<file path="config.mk">
export PLATFORM = sky130hd
export DESIGN_NAME = axi_stream_arbiter_flat
export DESIGN_NICKNAME = d
export VERILOG_FILES = /design/src/rtl/axi_stream_arbiter_if.sv /design/src/rtl/axi_stream_arbiter.sv /design/src/flat_wrapper.sv
export SDC_FILE = /design/constraint.sdc
export NUM_CORES = 1
export LEC_CHECK = 0
export BUFFER_PORTS_ARGS = -buffer_cell sky130_fd_sc_hd__buf_2
export CORE_AREA = 5 5 326 328
export DETAILED_ROUTE_END_ITERATION = 6
export DIE_AREA = 0 0 331 333
export GPL_TIMING_DRIVEN = 0
export SYNTH_ARGS = -nofsm -noshare
export SYNTH_HDL_FRONTEND = slang
export SYNTH_SLANG_ARGS = --single-unit
</file>
<file path="constraint.sdc">
create_clock -name clk -period 7.7 [get_ports clk]
set_input_delay 1.925 -clock clk [delete_from_list [all_inputs] [get_ports clk]]
set_output_delay 1.925 -clock clk [all_outputs]
set_load 0.01 [all_outputs]
</file>
<file path="src/rtl/axi_stream_arbiter_if.sv">
// Bundle of the request-side and stream-side handshake signals of the
// axi_stream_arbiter.
//   req_request/req_valid/req_in_progress/req_last/req_data : from the submodules
//   req_ready                                               : to the submodules
//   M_AXIS_tdata/tvalid/tlast                               : stream toward downstream
//   M_AXIS_tready                                           : stream backpressure
// Modports:
//   master : the arbiter's view (drives the stream and the per-submodule ready)
//   slave  : the environment's view (submodules plus downstream sink)
interface axi_stream_arbiter_if #(
  parameter int NUM_REQ    = 5,
  parameter int DATA_WIDTH = 128
);
  logic [NUM_REQ-1:0]            req_request;
  logic [NUM_REQ-1:0]            req_valid;
  logic [NUM_REQ-1:0]            req_in_progress;
  logic [NUM_REQ-1:0]            req_last;
  logic [NUM_REQ*DATA_WIDTH-1:0] req_data;
  logic [NUM_REQ-1:0]            req_ready;
  logic [DATA_WIDTH-1:0]         M_AXIS_tdata;
  logic                          M_AXIS_tvalid;
  logic                          M_AXIS_tlast;
  logic                          M_AXIS_tready;

  modport master (
    input  req_request, req_valid, req_in_progress, req_last, req_data,
    output req_ready,
    output M_AXIS_tdata, M_AXIS_tvalid, M_AXIS_tlast,
    input  M_AXIS_tready
  );

  modport slave (
    output req_request, req_valid, req_in_progress, req_last, req_data,
    input  req_ready,
    input  M_AXIS_tdata, M_AXIS_tvalid, M_AXIS_tlast,
    output M_AXIS_tready
  );
endinterface

</file>
<file path="src/rtl/axi_stream_arbiter.sv">
// Round-robin arbiter sharing one AXI-Stream master among NUM_REQ snoop
// submodules. A grant is held until the granted submodule's last beat (or
// until it abandons), then the pointer rotates past it.
// Ports:
//   clk        : single clock, rising edge
//   reset      : synchronous, active-high
//   bus        : axi_stream_arbiter_if.master (request side + stream side)
//   grant_id   : index of the current / most recently granted requester
//   busy       : high while a grant is held
//   pkt_count  : completed packets (tlast handshakes), wraps silently
//
// state | meaning
// ------+------------------------------------------------------------
// IDLE  | no grant; pick next requester after rr_ptr if any is pending
// GRANT | stream muxed from grant_oh; wait for tlast handshake/abandon
module axi_stream_arbiter #(
  parameter int NUM_REQ    = 5,
  parameter int DATA_WIDTH = 128,
  parameter int CNT_WIDTH  = 32
) (
  input  logic                       clk,
  input  logic                       reset,
  axi_stream_arbiter_if.master       bus,
  output logic [$clog2(NUM_REQ)-1:0] grant_id,
  output logic                       busy,
  output logic [CNT_WIDTH-1:0]       pkt_count
);

  localparam int ID_W = $clog2(NUM_REQ);

  typedef enum logic {IDLE, GRANT} state_t;

  state_t               state_q, state_d;
  logic [NUM_REQ-1:0]   grant_oh_q, grant_oh_d;
  logic [ID_W-1:0]      grant_id_q, grant_id_d;
  logic [ID_W-1:0]      rr_ptr_q, rr_ptr_d;
  logic [CNT_WIDTH-1:0] pkt_count_q, pkt_count_d;

  logic                  sel_valid;
  logic                  sel_last;
  logic                  sel_request;
  logic                  sel_in_progress;
  logic [DATA_WIDTH-1:0] sel_data;
  logic [ID_W:0]         pick;

  // First requester after ptr in circular order. Scanning from the far end
  // lets the nearest hit overwrite the others. MSB flags a hit.
  function automatic logic [ID_W:0] rr_pick(input logic [NUM_REQ-1:0] req,
                                            input logic [ID_W-1:0]    ptr);
    logic [ID_W:0] res;
    int            idx;
    res = '0;
    for (int k = NUM_REQ; k >= 1; k--) begin
      idx = (int'(ptr) + k) % NUM_REQ;
      if (req[idx]) res = {1'b1, ID_W'(idx)};
    end
    return res;
  endfunction

  always_ff @(posedge clk) begin
    if (reset) begin
      state_q     <= IDLE;
      grant_oh_q  <= '0;
      grant_id_q  <= '0;
      rr_ptr_q    <= ID_W'(NUM_REQ - 1);
      pkt_count_q <= '0;
    end else begin
      state_q     <= state_d;
      grant_oh_q  <= grant_oh_d;
      grant_id_q  <= grant_id_d;
      rr_ptr_q    <= rr_ptr_d;
      pkt_count_q <= pkt_count_d;
    end
  end

  // Selection uses only the registered one-hot, so req_ready never depends
  // combinationally on req_valid.
  always_comb begin
    sel_data = '0;
    for (int i = 0; i < NUM_REQ; i++) begin
      if (grant_oh_q[i]) sel_data = bus.req_data[i*DATA_WIDTH +: DATA_WIDTH];
    end
    sel_valid       = |(bus.req_valid & grant_oh_q);
    sel_last        = |(bus.req_last & grant_oh_q);
    sel_request     = |(bus.req_request & grant_oh_q);
    sel_in_progress = |(bus.req_in_progress & grant_oh_q);
    pick            = rr_pick(bus.req_request, rr_ptr_q);
  end

  always_comb begin
    state_d           = state_q;
    grant_oh_d        = grant_oh_q;
    grant_id_d        = grant_id_q;
    rr_ptr_d          = rr_ptr_q;
    pkt_count_d       = pkt_count_q;
    bus.req_ready     = '0;
    bus.M_AXIS_tvalid = 1'b0;
    bus.M_AXIS_tlast  = 1'b0;
    bus.M_AXIS_tdata  = '0;

    case (state_q)
      IDLE: begin
        if (pick[ID_W]) begin
          grant_id_d = pick[ID_W-1:0];
          grant_oh_d = NUM_REQ'(1) << pick[ID_W-1:0];
          state_d    = GRANT;
        end
      end
      GRANT: begin
        bus.req_ready     = grant_oh_q & {NUM_REQ{bus.M_AXIS_tready}};
        bus.M_AXIS_tvalid = sel_valid;
        bus.M_AXIS_tlast  = sel_valid & sel_last;
        bus.M_AXIS_tdata  = sel_valid ? sel_data : '0;
        if (sel_valid && bus.M_AXIS_tready && sel_last) begin
          pkt_count_d = pkt_count_q + CNT_WIDTH'(1);
          rr_ptr_d    = grant_id_q;
          grant_oh_d  = '0;
          state_d     = IDLE;
        end else if (!sel_request && !sel_in_progress && !sel_valid) begin
          // Submodule withdrew before sending anything: release uncounted.
          rr_ptr_d    = grant_id_q;
          grant_oh_d  = '0;
          state_d     = IDLE;
        end
      end
      default: state_d = IDLE;
    endcase
  end

  assign grant_id  = grant_id_q;
  assign busy      = (state_q == GRANT);
  assign pkt_count = pkt_count_q;

endmodule

</file>
<file path="src/flat_wrapper.sv">
// flat-port wrapper written by rule: the top's interface ports become plain ports
module axi_stream_arbiter_flat 
#(
  parameter int NUM_REQ    = 5,
  parameter int DATA_WIDTH = 128,
  parameter int CNT_WIDTH  = 32
)
  (clk, reset, grant_id, busy, pkt_count, bus_req_request, bus_req_valid, bus_req_in_progress, bus_req_last, bus_req_data, bus_req_ready, bus_M_AXIS_tdata, bus_M_AXIS_tvalid, bus_M_AXIS_tlast, bus_M_AXIS_tready);
  axi_stream_arbiter_if #(.NUM_REQ(NUM_REQ), .DATA_WIDTH(DATA_WIDTH)) bus_i ();
  input  logic clk;
  input  logic reset;
  output logic [$clog2(NUM_REQ)-1:0] grant_id;
  output logic busy;
  output logic [CNT_WIDTH-1:0] pkt_count;
  input wire logic [$bits(bus_i.req_request)-1:0] bus_req_request;
  input wire logic [$bits(bus_i.req_valid)-1:0] bus_req_valid;
  input wire logic [$bits(bus_i.req_in_progress)-1:0] bus_req_in_progress;
  input wire logic [$bits(bus_i.req_last)-1:0] bus_req_last;
  input wire logic [$bits(bus_i.req_data)-1:0] bus_req_data;
  output wire logic [$bits(bus_i.req_ready)-1:0] bus_req_ready;
  output wire logic [$bits(bus_i.M_AXIS_tdata)-1:0] bus_M_AXIS_tdata;
  output wire logic [$bits(bus_i.M_AXIS_tvalid)-1:0] bus_M_AXIS_tvalid;
  output wire logic [$bits(bus_i.M_AXIS_tlast)-1:0] bus_M_AXIS_tlast;
  input wire logic [$bits(bus_i.M_AXIS_tready)-1:0] bus_M_AXIS_tready;
  assign bus_i.req_request = bus_req_request;
  assign bus_i.req_valid = bus_req_valid;
  assign bus_i.req_in_progress = bus_req_in_progress;
  assign bus_i.req_last = bus_req_last;
  assign bus_i.req_data = bus_req_data;
  assign bus_req_ready = bus_i.req_ready;
  assign bus_M_AXIS_tdata = bus_i.M_AXIS_tdata;
  assign bus_M_AXIS_tvalid = bus_i.M_AXIS_tvalid;
  assign bus_M_AXIS_tlast = bus_i.M_AXIS_tlast;
  assign bus_i.M_AXIS_tready = bus_M_AXIS_tready;
  axi_stream_arbiter #(.NUM_REQ(NUM_REQ), .DATA_WIDTH(DATA_WIDTH), .CNT_WIDTH(CNT_WIDTH)) u_core (.clk(clk), .reset(reset), .bus(bus_i), .grant_id(grant_id), .busy(busy), .pkt_count(pkt_count));
endmodule
</file>
==> run_results.csv <==
group,metric,value,unit
outcome,status,"finished clean",
power,p_leak,7.37,nW
timing,setup_viol,0,
final_layout,final_cell_area,15500,µm²
routing,wl_per_cell,27.8,µm
place,dp_hpwl,96.9,mm
min_path,min_from,"u_core.grant_id[2]",
setup_path,critPathSlowestCell,"dfxtp_1",
logic_synthesis,ys.flop_type,"dfxtp_1",
timing,slew_headroom,13.4,%
clock_network,cts.sinks,44,
timing,setup_tns,0,ns
final_layout,syn_to_final_growth,65.0,%
logic_synthesis,synthArstFlopShare,0,%
place,io_buffers,833,
global_route,grt_pass1_wl,137,mm
setup_path,r2r_start,"u_core.rr_ptr_q[0]",
setup_path,arrival,6.73,ns
timing,skew,0.00695,ns
setup_path,cp.required,7.87,ns
logic_synthesis,synth_adder_area_share,4.07,%
power,cellPowerDensity,208,nW/µm²
floorplanning,initial_utilization,9.15,%
global_route,grt_remaining_overflow,0,
timing,finalMaxSlewViolations,0,
min_path,worstHoldPathType,"reg2reg",
global_route,grt_usage,18.2,%
clock_network,hold_buffers,0,
logic_synthesis,synthMuxAreaShare,1.81,%
final_layout,post-route-util,15.1,%
clock_network,cts_buffers,5,
global_route,grt_pass1_vias,15700,
clock_network,clk_latency,0.29,ns
routing,vias_per_cell,4.24,
setup_path,cpMostUsedCell,"buf_2",
setup_path,cp-start-kind,"register",
job,drv_cap,0,
logic_synthesis,synth_nets,2351,
global_route,antenna_found_initial,123,
place,place_area,15300,µm²
power,fin_total_pwr,3.22,mW
setup_path,crit_chain,"buf_4 > buf_2 > buf_2 > buf_2 > inv_1 > ha_1 > buf_2 > inv_1 > ha_1 > or3b_2 > o22ai_1 > nor2_1 > inv_1 > ha_1 > nor2b_1 > a2111oi_4 > o31ai_1 > o22ai_1 > a22oi_2 > nand2_1 > o31ai_4 > nor2_2 > a32o_1",
place,place_congestion,0.963,
clock_network,post-cts-setup-buffers,0,
timing,fin_crit,6.56,ns
setup_path,worstPathMaxFanout,10,
setup_path,cp-end-kind,"register",
floorplanning,std_cell_rows,118,
timing,rsz0062_at_grt,"false",
timing,tightest_slew,1.30,ns
clock_network,root_buffer,"clkbuf_16",
timing,finalWorstSetupSlack,1.14,ns
power,peakVddDrop,0.136,mV
clock_network,clkTransAtPathRegs,0.06,ns
setup_path,rr_endpoint,"u_core.grant_oh_q[2]",
logic_synthesis,synthCells,1658,
setup_path,worst_r2r_path_depth,23,
logic_synthesis,yosysMostFrequentCell,"nor2_1",
timing,whs,0.476,ns
logic_synthesis,synth_cell_type_count,92,
logic_synthesis,synth-seq-cells,44,
floorplanning,die_h,333,µm
routing,totalWireLength,109,mm
floorplanning,dieArea,110000,µm²
routing,num_vias,16600,
logic_synthesis,synth_top_family_by_area,"compound AO/OA/AOI/OAI gates",
final_layout,drive_above_1_share,35.8,%
logic_synthesis,synth-edff-count,0,
clock_network,cts_buffer_depth,2,
floorplanning,dieWidth,331,µm
logic_synthesis,yosys.area.top_type,"nor2_1",
logic_synthesis,synth.top_cell.area_share,22.6,%
clock_network,cts_tree,"done",
floorplanning,io_pins,834,
logic_synthesis,synth-xor-area-share,3.63,%
global_route,grt_max_degree,14,
logic_synthesis,syn_area,9410,µm²
logic_synthesis,yosysSeqAreaShare,9.36,%
setup_path,critPathKind,"reg2reg",
timing,hold_viol,0,
routing,ant_nets,0,
routing,drt_first_pass_iters,5,
clock_network,h-tree-depth,2,
final_layout,fin_cells,3910,
logic_synthesis,yosysWarnings,0,
final_layout,fin_nets,3191,
timing,min_period_over_period,85.2,%
floorplanning,core_area,103000,µm²
timing,clock.fmax,0.152,GHz
min_path,holdPathEnd,"u_core.grant_id[2]",
min_path,worstHoldPathCells,2,
routing,first_iter_violations,1481,
setup_path,slowest_delay,0.59,ns
clock_network,cts_resized,0,
place,place_inst,3871,
logic_synthesis,synth_simple_gate_area_share,31.6,%
final_layout,fillerInstances,12200,
routing,drcViolationCount,0,
logic_synthesis,yosys-top-cells-area,"nor2_1, a21oi_1, a22oi_1",
logic_synthesis,synth_area_per_cell,5.68,µm²
logic_synthesis,synth-compound-area-share,42.0,%
place,dp_worst_setup_slack,1.04,ns
setup_path,rrSetupSlack,1.14,ns
logic_synthesis,yosys-top-cells-count,"nor2_1, a21oi_1, a22oi_1, clkbuf_1, dfxtp_1",
==> layer usage <==
layer	share of wire [%]	vias to the layer above	wire length [µm]	GRT usage [%]
met4	2.5	20	2720	3.39
met1	39	7662	42400	22.5
li1	-	7548	-	-
met2	49	1117	52800	32.5
met5	0.13	-	136	0
met3	9.8	213	10600	4.19
==> worst max path at each step <==
stage,startpoint,endpoint,slack [ns]
after detailed placement,bus_req_valid[0],bus_M_AXIS_tdata[46],1.04
after global routing,u_core.rr_ptr_q[0],u_core.grant_oh_q[2],0.80
after global placement,bus_req_valid[0],bus_M_AXIS_tdata[46],0.44
after floorplan,u_core.rr_ptr_q[0],u_core.grant_oh_q[2],2.55
final,u_core.rr_ptr_q[0],u_core.grant_oh_q[2],1.14
after CTS,bus_req_valid[0],bus_M_AXIS_tdata[46],1.04
==> worst max-delay path, delay by kind of cell (launching register included) <==
kind            cells  cell delay, ns
compound gates      7            1.84
fa+ha+maj           3            0.89
flops               1            0.59
simple gates        5            1.15
buf+inv             8            1.97
==> cells by family (layout without fill, tap and decap cells) <==
logic type	count (synthesis)	after routing
adder cells (fa/ha/maj)	30	30
AO/OA/AOI/OAI	646	646
AND/OR/NAND/NOR	709	709
other	0	32
XOR/XNOR	36	36
multiplexers	13	13
buffers and inverters	180	1020
flip-flops	44	44
==> flip-flops by register name, summed over array words and instances, names as in the netlist <==
| signal | flops |
|---|---|
| u_core.busy | 1 |
| u_core.grant_id | 3 |
| u_core.grant_oh_q | 5 |
| u_core.pkt_count | 32 |
| u_core.rr_ptr_q | 3 |
==> cell usage in the layout (no fill, tap or decap), types with 3 or more instances in the layout <==
cell type    n
nor4_1       3
xnor2_1     10
mux2i_1      8
clkbuf_2     6
clkbuf_16    5
nor2_1     566
o21a_1       6
buf_4        3
and4_1       5
a22oi_1    132
mux4_2       3
xor2_1      24
buf_2      838
dfxtp_1     44
nor2b_1     14
o31ai_1     11
clkbuf_1   120
nor3_1       6
a21boi_0     3
a21oi_1    410
o21ai_0     18
a211oi_1     3
buf_1       17
o21ai_1      4
o211ai_1     5
nand2b_1     7
buf_6        3
nand4_1      9
and2_1       4
nand2_1     33
ha_1        29
inv_1       23
and3_1      15
diode_2     32
a31oi_1      7
nand3_1     25
==> final cells by class <==
cell class                      count  area, µm²  share of cell area (%)
Antenna cell                       32       80.1                   0.516
Buffer                            154        626                    4.03
Clock buffer                        5        125                   0.805
Clock inverter                      2       12.5                  0.0805
Inverter                           26       97.6                   0.628
Multi-Input combinational cell   1434       7820                    50.3
Sequential cell                    44        881                    5.67
Tap cell                         1380       1730                    11.1
Timing Repair Buffer              833       4170                    26.8
==> where the power goes <==
part	total (mW)	switching [mW]	internal, mW
clock network	0.203	0.0849	0.118
logic	2.75	1.81	0.942
registers	0.268	0.0217	0.246
total	3.22	1.92	1.31
Power figures use the tool's default switching activity.
